[src/rtl/ising_run_ctrl.sv]
// Run controller for the Ising core: loads coupling weights, sequences the
// core reset/run window, and hands back the sampled phase vector.
module ising_run_ctrl #(
    parameter  int N            = 3,
    parameter  int NUM_WEIGHTS  = 5,
    parameter  int RESET_CYCLES = 4,
    parameter  int RUN_CYCLES   = 64,
    localparam int WB = (NUM_WEIGHTS > 1) ? $clog2(NUM_WEIGHTS) : 1,
    localparam int NC = N * (N - 1) / 2
) (
    input  logic             clk,
    input  logic             rst,
    input  logic             start,
    input  logic             reuse_weights,
    input  logic             wt_valid,
    input  logic [WB-1:0]    wt_data,
    output logic             wt_ready,
    output logic [WB*NC-1:0] weights,
    output logic             ising_rstn,
    input  logic [N-1:0]     phase_in,
    output logic             result_valid,
    output logic [N-1:0]     result_phase,
    input  logic             result_ready,
    output logic             busy
);

    localparam int IW   = (NC > 1) ? $clog2(NC) : 1;
    localparam int MAXC = (RESET_CYCLES > RUN_CYCLES) ? RESET_CYCLES : RUN_CYCLES;
    localparam int CW   = $clog2(MAXC + 1);
    localparam logic [WB-1:0] WMAX = WB'(NUM_WEIGHTS - 1);

    typedef enum logic [2:0] {
        S_IDLE,
        S_LOAD,
        S_HOLD,
        S_RUN,
        S_DONE
    } state_t;

    state_t        state_q, state_d;
    logic [IW-1:0] idx_q;
    logic [CW-1:0] cnt_q;
    logic          beat;
    logic [WB-1:0] wt_sat;

    assign wt_ready = (state_q == S_LOAD);
    assign busy     = (state_q != S_IDLE);
    assign wt_sat   = (wt_data > WMAX) ? WMAX : wt_data;

    always_comb begin
        state_d = state_q;
        beat    = 1'b0;
        unique case (state_q)
            S_IDLE: begin
                if (start)
                    state_d = reuse_weights ? S_HOLD : S_LOAD;
            end
            S_LOAD: begin
                if (wt_valid) begin
                    beat = 1'b1;
                    if (idx_q == IW'(NC - 1))
                        state_d = S_HOLD;
                end
            end
            S_HOLD: begin
                if (cnt_q == CW'(RESET_CYCLES - 1))
                    state_d = S_RUN;
            end
            S_RUN: begin
                if (cnt_q == CW'(RUN_CYCLES - 1))
                    state_d = S_DONE;
            end
            S_DONE: begin
                if (result_ready)
                    state_d = S_IDLE;
            end
            default: state_d = S_IDLE;
        endcase
    end

    always_ff @(posedge clk) begin
        if (rst) begin
            state_q      <= S_IDLE;
            weights      <= '0;
            result_phase <= '0;
            idx_q        <= '0;
            cnt_q        <= '0;
            ising_rstn   <= 1'b0;
            result_valid <= 1'b0;
        end else begin
            state_q    <= state_d;
            ising_rstn <= (state_d == S_RUN);

            // Counter restarts on every state change and saturates otherwise.
            if (state_q != state_d)
                cnt_q <= '0;
            else if (cnt_q != CW'(MAXC))
                cnt_q <= cnt_q + 1'b1;

            if (state_q == S_IDLE)
                idx_q <= '0;
            else if (beat) begin
                weights[idx_q*WB +: WB] <= wt_sat;
                idx_q <= idx_q + 1'b1;
            end

            if (state_q == S_RUN && state_d == S_DONE) begin
                result_phase <= phase_in;
                result_valid <= 1'b1;
            end else if (state_q == S_DONE && result_ready) begin
                result_valid <= 1'b0;
            end
        end
    end

endmodule
[config.mk]
export PLATFORM = sky130hd
export DESIGN_NAME = ising_run_ctrl
export DESIGN_NICKNAME = d
export VERILOG_FILES = /design/src/rtl/ising_run_ctrl.sv
export SDC_FILE = /design/constraint.sdc
export NUM_CORES = 1
export LEC_CHECK = 0
export ABC_AREA = 1
export BUFFER_PORTS_ARGS = -buffer_cell sky130_fd_sc_hd__buf_2
export CAP_MARGIN = 20
export CORE_MARGIN = 2
export CORE_UTILIZATION = 45
export DETAILED_ROUTE_END_ITERATION = 10
export GPL_TIMING_DRIVEN = 0
export PLACE_DENSITY = 0.77
export SLEW_MARGIN = 10
export SYNTH_ARGS = -nofsm -noshare
export SYNTH_HDL_FRONTEND = slang
export SYNTH_SLANG_ARGS = --single-unit
export TNS_END_PERCENT = 5
[constraint.sdc]
create_clock -name clk -period 2.2 [get_ports clk]
set_input_delay 0.11 -clock clk [delete_from_list [all_inputs] [get_ports clk]]
set_output_delay 0.11 -clock clk [all_outputs]
set_load 0.005 [all_outputs]
Word-level counts from Yosys, hierarchy flattened:

Index checks and enable logic that the tools add are counted.

* register bits after elaboration: 26
* word-level logic and storage cells: 48
* bits of input ports: 12

* shift-type cells: 2
* muxes and demuxes: 14
* bitwise logic cells: 1
* magnitude comparators: 1
* reduce and logical (&&, ||, !) cells: 8
* eq/ne operators: 11
* multiply operators: 1
* add/sub/neg operators: 3

Operator list (number)
* $neg A4 Y34: 1
* $shift A3 B34 Y9 const A: 1
* $shiftx A3 B34 Y9: 1
* $mux W3: 7
* $pmux W3 S5: 1
* $bwmux W9: 1
* $eq A3 B2 Y1 const B: 3
* $add A7 B1 Y7 const B: 1
* $eq A7 B2 Y1 const B: 1
* $eq A7 B6 Y1 const B: 1
* $ne A7 B7 Y1 const B: 1
* $eq A3 B3 Y1 const B: 2
* $mul A2 B2 Y4 const B: 1
* $mux W1: 4
* $reduce_or A2 Y1: 2
* $eq A3 B1 Y1 const B: 1
* $gt A3 B3 Y1 const B: 1
* $logic_not A3 Y1: 1
* $ne A3 B3 Y1: 1
* $reduce_bool A3 Y1: 1
* $add A2 B1 Y2 const B: 1
* $eq A2 B2 Y1 const B: 1
* $logic_and A1 B1 Y1: 2
* $mux W2: 1
* other kinds (3): 3

Depth between registers and ports, before layout:

Gate-level depths: netlist (run 1).

* depth after elaboration: 7
* gate-level depth with buffers: 13

Worst setup path before layout (run 1):

OpenSTA, ideal clock, no wires.

* path kind: register to register
* from: register idx_q[0]
* to: register cnt_q[0]
* slack: 0.803 ns
* buffers on the path: 0
* arrival: 1.333 ns
* clock period less this slack: 1.397 ns
* setup time: 0.064 ns
* data required time: 2.136 ns
* stages on the path, launching flop included: 14
* cells stage by stage: dfxtp_1 inv_1 ha_1 nand2_1 inv_1 nand3_1 nand2_1 inv_1 nand3_1 nand2_1 nand2_1 inv_1 nand2_2 nor2_1

* cells in the longest elaborated chain, start to end: 6

Ends and longest elaborated chain
* from (decl): RTL line 41 `logic [IW-1:0] idx_q;`
* from (signal assigned): RTL line 104 `idx_q <= idx_q + 1'b1;`
* $eq A2 B2 Y1: RTL line 61 `if (idx_q == IW'(NC - 1))`
* $mux W3: RTL line 61
* $mux W3: RTL line 59 `if (wt_valid) begin`
* $pmux W3 S5: RTL line 53 `unique case (state_q)`
* $ne A3 B3 Y1: RTL line 95 `if (state_q != state_d)`
* $reduce_or A2 Y1 (no source line)
* to (signal assigned): RTL line 98 `cnt_q <= cnt_q + 1'b1;`
* to (decl): RTL line 42 `logic [CW-1:0] cnt_q;`

Every way passes these cells.
A chain may end at the register's enable or synchronous reset.

Worst setup path in the final report (run 1):

* from: register cnt_q[0]
* to: register cnt_q[2]

* cells in the longest elaborated chain, start to end: 5

Ends and longest elaborated chain (RTL line)
* $eq A7 B6 Y1 / $eq A7 B2 Y1 (equally long branches): 70, 66
* $mux W3, on equally long branches: 70, 66
* $pmux W3 S5: 53
* $ne A3 B3 Y1: 95
* $reduce_or A2 Y1 (no source line)

Several ways; a longest one is shown, not always the timed one.

==> results of run 1 <==
==> path summary, 6_finish.rpt <==
path	startpoint	endpoint	slack [ps]
min reg2reg	result_phase[0]	result_phase[0]	450
max	cnt_q[0]	cnt_q[2]	550
max reg2reg	cnt_q[0]	cnt_q[2]	550
min	phase_in[2]	result_phase[2]	60
==> kinds of logic after synthesis <==
kind of cell / after synthesis / share of synthesized area, %
adders and majority gates: 7 / 6.43
AOI/OAI and AO/OA: 29 / 11.5
DFF: 26 / 38.2
and+or+nand+nor: 86 / 31.3
xor gates and xnor gates: 4 / 2.57
buffers and inverters: 34 / 10.0
==> cell type report <==
type	count	share of cell area [%]
Timing Repair Buffer	28	9.08
Tap cell	31	2.43
Multi-Input combinational cell	126	44.1
Sequential cell	26	32.6
Clock inverter	1	1.88
Buffer	2	0.548
Clock buffer	3	1.41
Inverter	32	7.98
==> cell usage in the layout, fill, tap and decap left out, types with 4 or more instances in the layout <==
cell	n
nand2_1	32
inv_1	28
buf_2	28
dfxtp_1	26
nor2_1	19
a21oi_1	14
nand3_1	11
o21ai_0	9
ha_1	7
nand4_1	5
nand2_4	4
nor3_1	4
xor2_1	4
==> state kept, by name, indices dropped and copies added, names as in the netlist <==
signal,cells
weights,9
cnt_q,7
result_phase,3
state_q,3
idx_q,2
ising_rstn,1
result_valid,1
==> critical path, stage by stage (launching register included) <==
cell and delay [ps]:
dfxtp_1 380, ha_1 190, nand2_1 90, nor2_2 160
nand2_1 90, inv_1 90, nand2_1 170, nand3_1 160
nor2_2 50, nand2_2 130, nor2_1 50
==> where the power goes <==
| group | leakage [uW] | switching (uW) | internal [uW] |
|---|---|---|---|
| Clock | 0.0000279 | 145 | 184 |
| Sequential | 0.000210 | 18.4 | 494 |
| Combinational | 0.000513 | 164 | 94.7 |
==> layer usage <==
metal	track usage [%]	up-vias	wire (um)
met2	25.4	35	1080
met5	0	-	0
met4	7.79	0	49
met3	1.97	5	134
li1	-	654	-
met1	23.3	522	1340
==> metrics by stage <==
step / utilization [%] / instances / power [uW]
after detailed placement: 54.8 / 244 / 781
final: 57.0 / 249 / 1100
after global placement: 54.8 / 244 / 777
after floorplan: - / 186 / 713
after global routing: 57.0 / 249 / 1160
after CTS: 57.0 / 249 / 1110
==> what timing repair did <==
action / in CTS / in global routing
hold buffers: 1 / 0
endpoints found under the setup margin: 0 / 0
endpoints found under the hold margin: 2 / 0
==> flow_summary_export.csv, run 1 <==
group,metric,value,unit
logic_synthesis,syn-cell-area,0.00136,mm2
logic_synthesis,synthTopCellsByCount,"32 x nand2_1, 28 x inv_1, 26 x dfxtp_1",
floorplan,core_area,0.00281,mm2
logic_synthesis,ys_ff_latch,26,
logic_synthesis,yosysTopAreaCell,"dfxtp_1",
critical_path,crit_arrival,1890,ps
floorplan,placementRows,19,
placed_design,place_congestion,0.792,
cts,htree_levels,1,
logic_synthesis,synth_cells,186,
cts,cts-root-buf,"clkbuf_4",
hold_path,whs_path_depth,3,
route,dr.pass1.iters,4,
route,dr.first_iter.drc_count,40,
sta,max_slew_margin,70.3,%
sta,hold_viol_final,0,
finish,drive_above_1_share,22.9,%
hold_path,hp-class,"primary input to register",
route,vias,1216,
sta,setup_viol,0,
floorplan,dieHeight,59.0,um
critical_path,cp-end-kind,"register",
logic_synthesis,yosys.area.top_type_share,38.2,%
cts,cts.sinks,26,
pwr,p_per_area,688,mW/mm2
sta,fmax,605,MHz
global_routing,grt_max_degree,16,
logic_synthesis,synth_area_leaders,"dfxtp_1 38%, nand2_1 8.8%, inv_1 7.7%",
route,postRouteAntennaNets,0,
sta,setup_tns,0,ps
cts,clk_pin_slew_worst_paths,140,ps
sta,setup_slack,548,ps
sta,tightest_slew,446,ps
global_routing,antenna_found_initial,0,
pwr,vdd_drop_max,0.000352,V
route,wl_per_cell,10.4,um
cts,cts_tree,"yes",
floorplan,initial_core_util,48.6,%
sta,finalMaxSlewViolations,0,
floorplan,die_w,59.0,um
logic_synthesis,yosys.cell_count.top_type,"nand2_1",
cts,cts-resized-gates,0,
critical_path,critPathKind,"register to register",
route,viasPerCell,4.88,
finish,multi_input_area,706,um2
logic_synthesis,synth-edff-count,0,
cts,clockBufferDepth,2,
finish,num_antenna_cells,0,
sta,grt_setup_unrepaired,"no",
placed_design,port_buffers,27,
status,status,"finished clean",
critical_path,crit_fanout,9,
finish,n_fill_cell,264,
finish,fin_area,0.00160,mm2
pwr,leakagePower,0.000751,uW
finish,fin_nets,238,
finish,syn_to_final_growth,17.4,%
finish,ff_latch_area,520,um2
critical_path,cp-start-kind,"register",
logic_synthesis,synth.distinct_cells,29,
critical_path,r2r_cells,10,
sta,whs,56.4,ps
logic_synthesis,post_synth.cell_area_avg,7.33,um2
logic_synthesis,synth_ff_type,"dfxtp_1",
floorplan,die_area,0.00348,mm2
cts,cts_setup_buffers,0,
sta,skew,4.61,ps
logic_synthesis,synth_fp_nets,205,
global_routing,grt.overflow.total,0,
global_routing,track_usage,16.6,%
cts,numCtsBuffers,3,
logic_synthesis,synth_warnings,0,
global_routing,grt_pass1_wl,4.48,mm
logic_synthesis,synth_seq_area_share,38.2,%
critical_path,cp.required,2440,ps
placed_design,post-place-ws,559,ps
sta,fin_crit,1650,ps
placed_design,dp_hpwl,1.99,mm
logic_synthesis,synthArstFlopShare,0,%
cts,clock_latency,330,ps
route,finalWirelength,2.60,mm
floorplan,ios,28,
job,cap_violations,0,
route,drc,0,
global_routing,grt_pass1_vias,1097,
sta,fin_crit_sh,75.1,%
placed_design,postPlaceCellArea,0.00154,mm2
Power figures use the tool's default switching activity.
==> run 2: changes to the inputs <==
==> constraint.sdc (replaced) <==
create_clock -name clk -period 1.6 [get_ports clk]
set_input_delay 0.08 -clock clk [delete_from_list [all_inputs] [get_ports clk]]
set_output_delay 0.08 -clock clk [all_outputs]
set_load 0.005 [all_outputs]
==> flow_summary_export.csv, run 2 (synthesized netlist as in run 1, its figures left out) <==
group,metric,value,unit
cts,cts.sinks,26,
route,wl_per_cell,10.7,um
global_routing,track_usage,16.6,%
floorplan,initial_core_util,48.6,%
floorplan,die_area,0.00348,mm2
finish,reg_top3,"weights x9, cnt_q x7",
critical_path,crit_fanout,7,
hold_path,hp-class,"primary input to register",
finish,final_util,59.3,%
status,status,"finished clean",
route,viasPerCell,4.90,
cts,cts_tree,"yes",
cts,clockBufferDepth,2,
finish,syn_to_final_growth,22.0,%
finish,fin_area,0.00166,mm2
sta,hold_viol_final,0,
finish,ff_latch_area,527,um2
finish,drive_above_1_share,29.3,%
pwr,comb_power_share,24.9,%
finish,multi_input_area,733,um2
pwr,internal_power,1070,uW
finish,num_antenna_cells,0,
route,postRouteAntennaNets,0,
finish,n_fill_cell,250,
global_routing,grt.overflow.total,0,
global_routing,antenna_found_initial,0,
critical_path,cp-end-kind,"register",
placed_design,dp_hpwl,1.99,mm
sta,tightest_slew,456,ps
job,cap_violations,0,
sta,skew,5.14,ps
global_routing,grt_max_degree,16,
global_routing,grt_pass1_wl,4.48,mm
route,dr.first_iter.drc_count,40,
sta,fmax,675,MHz
finish,largest_reg_flops,9,
pwr,sequentialPowerShare,45.7,%
pwr,p_clk_share,29.4,%
finish,fin_nets,242,
cts,htree_levels,1,
sta,max_slew_margin,69.6,%
sta,setup_tns,0,ps
finish,layout_common_cells,"29 x nand2_1, 28 x buf_2, 26 x inv_1",
pwr,vdd_drop_max,0.000491,V
placed_design,postPlaceCellArea,0.00154,mm2
pwr,leakagePower,0.000798,uW
route,vias,1239,
cts,numCtsBuffers,3,
cts,clk_pin_slew_worst_paths,140,ps
critical_path,critPathKind,"register to register",
pwr,p_sw_share,30.4,%
floorplan,ios,28,
sta,finalMaxSlewViolations,0,
sta,fin_crit_sh,92.6,%
critical_path,cp-start-kind,"register",
sta,setup_viol,0,
pwr,switchingPower,470,uW
placed_design,place_congestion,0.792,
sta,fin_crit,1480,ps
critical_path,cp.required,1870,ps
floorplan,core_area,0.00281,mm2
cts,clock_latency,330,ps
cts,cts-root-buf,"clkbuf_4",
floorplan,die_w,59.0,um
floorplan,dieHeight,59.0,um
route,finalWirelength,2.71,mm
route,drc,0,
route,dr.pass1.iters,4,
pwr,p_per_area,929,mW/mm2
critical_path,crit_arrival,1750,ps
finish,final_common_cell,"nand2_1",
global_routing,grt_pass1_vias,1094,
finish,regMostFlops,"weights",
floorplan,placementRows,19,
placed_design,port_buffers,27,
pwr,total_power,1540,uW
## run 2: cell count changes in the layout (fill, tap and decap cells not counted), moves of 2 or more
cell,before,now
buf_4,0,4
dfxtp_1,26,23
nand2_1,32,29
dfxtp_2,0,2
inv_1,28,26
inv_2,1,3
nand2_4,4,6
## run 2: metrics by stage
step	instances	worst slack [ps]	hold slack (ps)
detailed placement	244	-40.6	314
finish	253	119	22.7
global placement	244	-10.2	317
CTS	250	17.4	15.7
global route	253	-68.1	36.0
floorplan	186	203	149
## run 2: worst max-delay path, stage by stage (launching register included)
cell and delay [ps]:
dfxtp_2 370, ha_2 180, nand2_1 80, nor2_2 130, nand2_2 80, nand2_2 100, nand3_2 90, nand2_1 70
nand2_1 60, inv_1 90, nand2_4 80, nor2_1 100
## run 2: worst paths after layout
check | start | end | slack, ps | cells after the start
max | cnt_q[0] | cnt_q[1] | 120 | 11
min reg2reg | result_phase[0] | result_phase[0] | 450 | 2
min | phase_in[0] | result_phase[0] | 20 | 3
max reg2reg | cnt_q[0] | cnt_q[1] | 120 | 11
## run 2: layout make-up
type	count	area share [%]
Tap cell	31	2.33
Clock buffer	3	1.35
Sequential cell	26	31.7
Clock inverter	1	1.81
Inverter	32	7.67
Timing Repair Buffer	32	10.5
Buffer	2	0.527
Multi-Input combinational cell	126	44.1
## run 2: what timing repair did
action	4_1_cts	5_1_grt
setup buffers	1	3
hold endpoints to repair	3	0
setup endpoints to repair	7	13
hold buffers	1	0
gates resized for setup	2	12
pin swaps	1	3
## run 2: per-layer routing
metal | up-vias | GRT usage [%] | wire length [um]
li1 | 663 | - | -
met1 | 540 | 23.5 | 1380
met2 | 31 | 25.1 | 1160
met3 | 5 | 1.97 | 124
met4 | 0 | 7.79 | 49
met5 | - | 0 | 0
## run 2: power groups by stage
stage / Combinational, uW / Sequential, uW / Clock [uW]
3_5_place_dp: 356 / 718 / 0
4_1_cts: 360 / 705 / 465
3_3_place_gp: 351 / 718 / 0
6_report: 384 / 706 / 454
5_1_grt: 436 / 710 / 485
2_1_floorplan: 266 / 714 / 0
==> run 3: changes to the inputs <==
--- a/config.mk
+++ b/config.mk
@@ -12,7 +12,7 @@
 export CORE_UTILIZATION = 45
 export DETAILED_ROUTE_END_ITERATION = 10
 export GPL_TIMING_DRIVEN = 0
-export PLACE_DENSITY = 0.77
+export PLACE_DENSITY = 0.79
 export SLEW_MARGIN = 10
 export SYNTH_ARGS = -nofsm -noshare
 export SYNTH_HDL_FRONTEND = slang
==> constraint.sdc (replaced) <==
create_clock -name clk -period 1.3 [get_ports clk]
set_input_delay 0.065 -clock clk [delete_from_list [all_inputs] [get_ports clk]]
set_output_delay 0.065 -clock clk [all_outputs]
set_load 0.005 [all_outputs]
==> flow_summary_export.csv, run 3 (synthesized netlist as in run 1, its figures left out) <==
group,metric,value,unit
status,status,"complete, but fails checks",
status,violations,"negative setup slack",
placed_design,place_congestion,0.881,
finish,n_fill_cell,234,
floorplan,core_area,0.00281,mm2
route,vias,1335,
critical_path,crit_family,"simple AND/OR/NAND/NOR gates",
critical_path,cp.required,1520,ps
placed_design,dp_hpwl,2.02,mm
critical_path,cp.buffers_inverters,0,
critical_path,cp-start-kind,"register",
critical_path,cp-end-kind,"register",
placed_design,port_buffers,27,
finish,ff_latch_area,538,um2
job,cap_violations,0,
cts,clock_latency,320,ps
sta,whs,20.2,ps
sta,max_slew_margin,67.6,%
global_routing,grt.overflow.total,0,
finish,largest_reg_flops,9,
sta,setup_viol,18,
sta,fin_crit,1400,ps
floorplan,dieHeight,59.0,um
sta,skew,8.64,ps
critical_path,cpMostUsedCell,"nand2_4",
sta,hold_viol_final,0,
finish,num_antenna_cells,0,
floorplan,ios,28,
critical_path,crit_fanout,7,
route,viasPerCell,5.15,
floorplan,die_w,59.0,um
global_routing,grt_max_degree,15,
route,postRouteAntennaNets,0,
sta,grt_setup_unrepaired,"yes",
finish,multi_input_area,820,um2
floorplan,die_area,0.00348,mm2
sta,fmax,712,MHz
sta,setup_slack,-104,ps
critical_path,crit_arrival,1630,ps
route,drc,0,
pwr,leakagePower,0.000859,uW
global_routing,antenna_found_initial,0,
critical_path,crit_chain,"ha_4 > nand2_4 > nor2_4 > nand2_2 > nand2_4 > nand2_2 > o21ai_2 > nor2_4 > nand2_4 > nor2_2",
route,finalWirelength,3.02,mm
global_routing,track_usage,19.2,%
finish,final_common_cell,"buf_2",
sta,fin_crit_sh,108,%
cts,htree_levels,1,
route,dr.pass1.iters,4,
hold_path,hp-class,"primary input to register",
global_routing,grt_pass1_wl,5.24,mm
cts,numCtsBuffers,3,
sta,finalMaxSlewViolations,0,
finish,layout_common_cells,"27 x buf_2, 26 x nand2_1, 24 x inv_1",
cts,clockBufferDepth,2,
sta,tightest_slew,486,ps
floorplan,initial_core_util,48.6,%
finish,syn_to_final_growth,33.8,%
finish,fin_nets,248,
cts,cts.sinks,26,
cts,cts-root-buf,"clkbuf_4",
finish,regMostFlops,"weights",
critical_path,worst_path_max_delay_cell,"dfxtp_2",
finish,fin_cells,259,
cts,cts_tree,"yes",
route,wl_per_cell,11.7,um
pwr,vdd_drop_max,0.000641,V
finish,drive_above_1_share,38.2,%
cts,clk_pin_slew_worst_paths,140,ps
placed_design,post-place-cells,244,
pwr,p_per_area,1020,mW/mm2
global_routing,grt_pass1_vias,1275,
route,dr.first_iter.drc_count,55,
critical_path,max_stage_delay,380,ps
sta,setup_tns,-1040,ps
finish,final_util,65.0,%
critical_path,critPathKind,"register to register",
floorplan,placementRows,19,
finish,reg_top3,"weights x9, cnt_q x7",
[run 3: cell types whose count changed in the layout (fill, tap and decap cells not counted), sizes merged]
cell	before	now
bufinv	1	0
dlygate4sd3	1	4
buf	32	35
clkbuf	4	5
[run 3: stage by stage]
step | area, um2 | setup slack [ps] | power, uW
3_3_place_gp | 1570 | -184 | 1320
2_1_floorplan | 1400 | -26.3 | 1220
4_1_cts | 1800 | -88.9 | 1850
5_1_grt | 1820 | -198 | 1970
6_report | 1820 | -104 | 1850
3_5_place_dp | 1570 | -225 | 1330
[run 3: repair_timing]
| action | in CTS | in global routing |
|---|---|---|
| buffers inserted | 7 | 0 |
| resized for setup | 34 | 7 |
| hold buffers | 4 | 0 |
| pin swaps | 12 | 2 |
| endpoints found under the setup margin | 23 | 26 |
| hold endpoints to repair | 6 | 0 |
[run 3: worst paths after layout]
kind / from / endpoint / slack, ps / cells after the start
worst max-delay path: cnt_q[0] / cnt_q[5] / -100 / 10
worst min-delay path: result_ready / state_q[2] / 20 / 4
worst max register to register: cnt_q[0] / cnt_q[5] / -100 / 10
worst min register to register: result_phase[0] / result_phase[0] / 460 / 2
[run 3: area by class of cell]
| cell class | count | area share (%) |
|---|---|---|
| buffer | 2 | 0.824 |
| clock buffer | 4 | 1.99 |
| inverter | 32 | 7.41 |
| multi-input combinational | 126 | 45.0 |
| sequential | 26 | 29.5 |
| tap | 31 | 2.13 |
| timing repair buffer | 38 | 13.2 |
[run 3: worst min-delay path: cells and delay by family]
family	cells	cell delay, ps
compound gates	2	110
simple gates	1	40
buf+inv	1	110
[run 3: metal layers]
layer | up-vias | global-route usage (%) | part of all wire [%]
met5 | - | 0 | 0
met4 | 0 | 5.84 | 0.86
met3 | 4 | 4.15 | 4.4
met2 | 40 | 34.3 | 51
met1 | 605 | 22.9 | 43
li1 | 686 | - | -
[run 3: where the power goes]
part | leakage [uW] | internal [uW] | total (uW) | switching [uW]
combinational | 0.000623 | 218 | 564 | 346
clock | 0.0000210 | 171 | 411 | 239
sequential | 0.000214 | 840 | 878 | 38.2
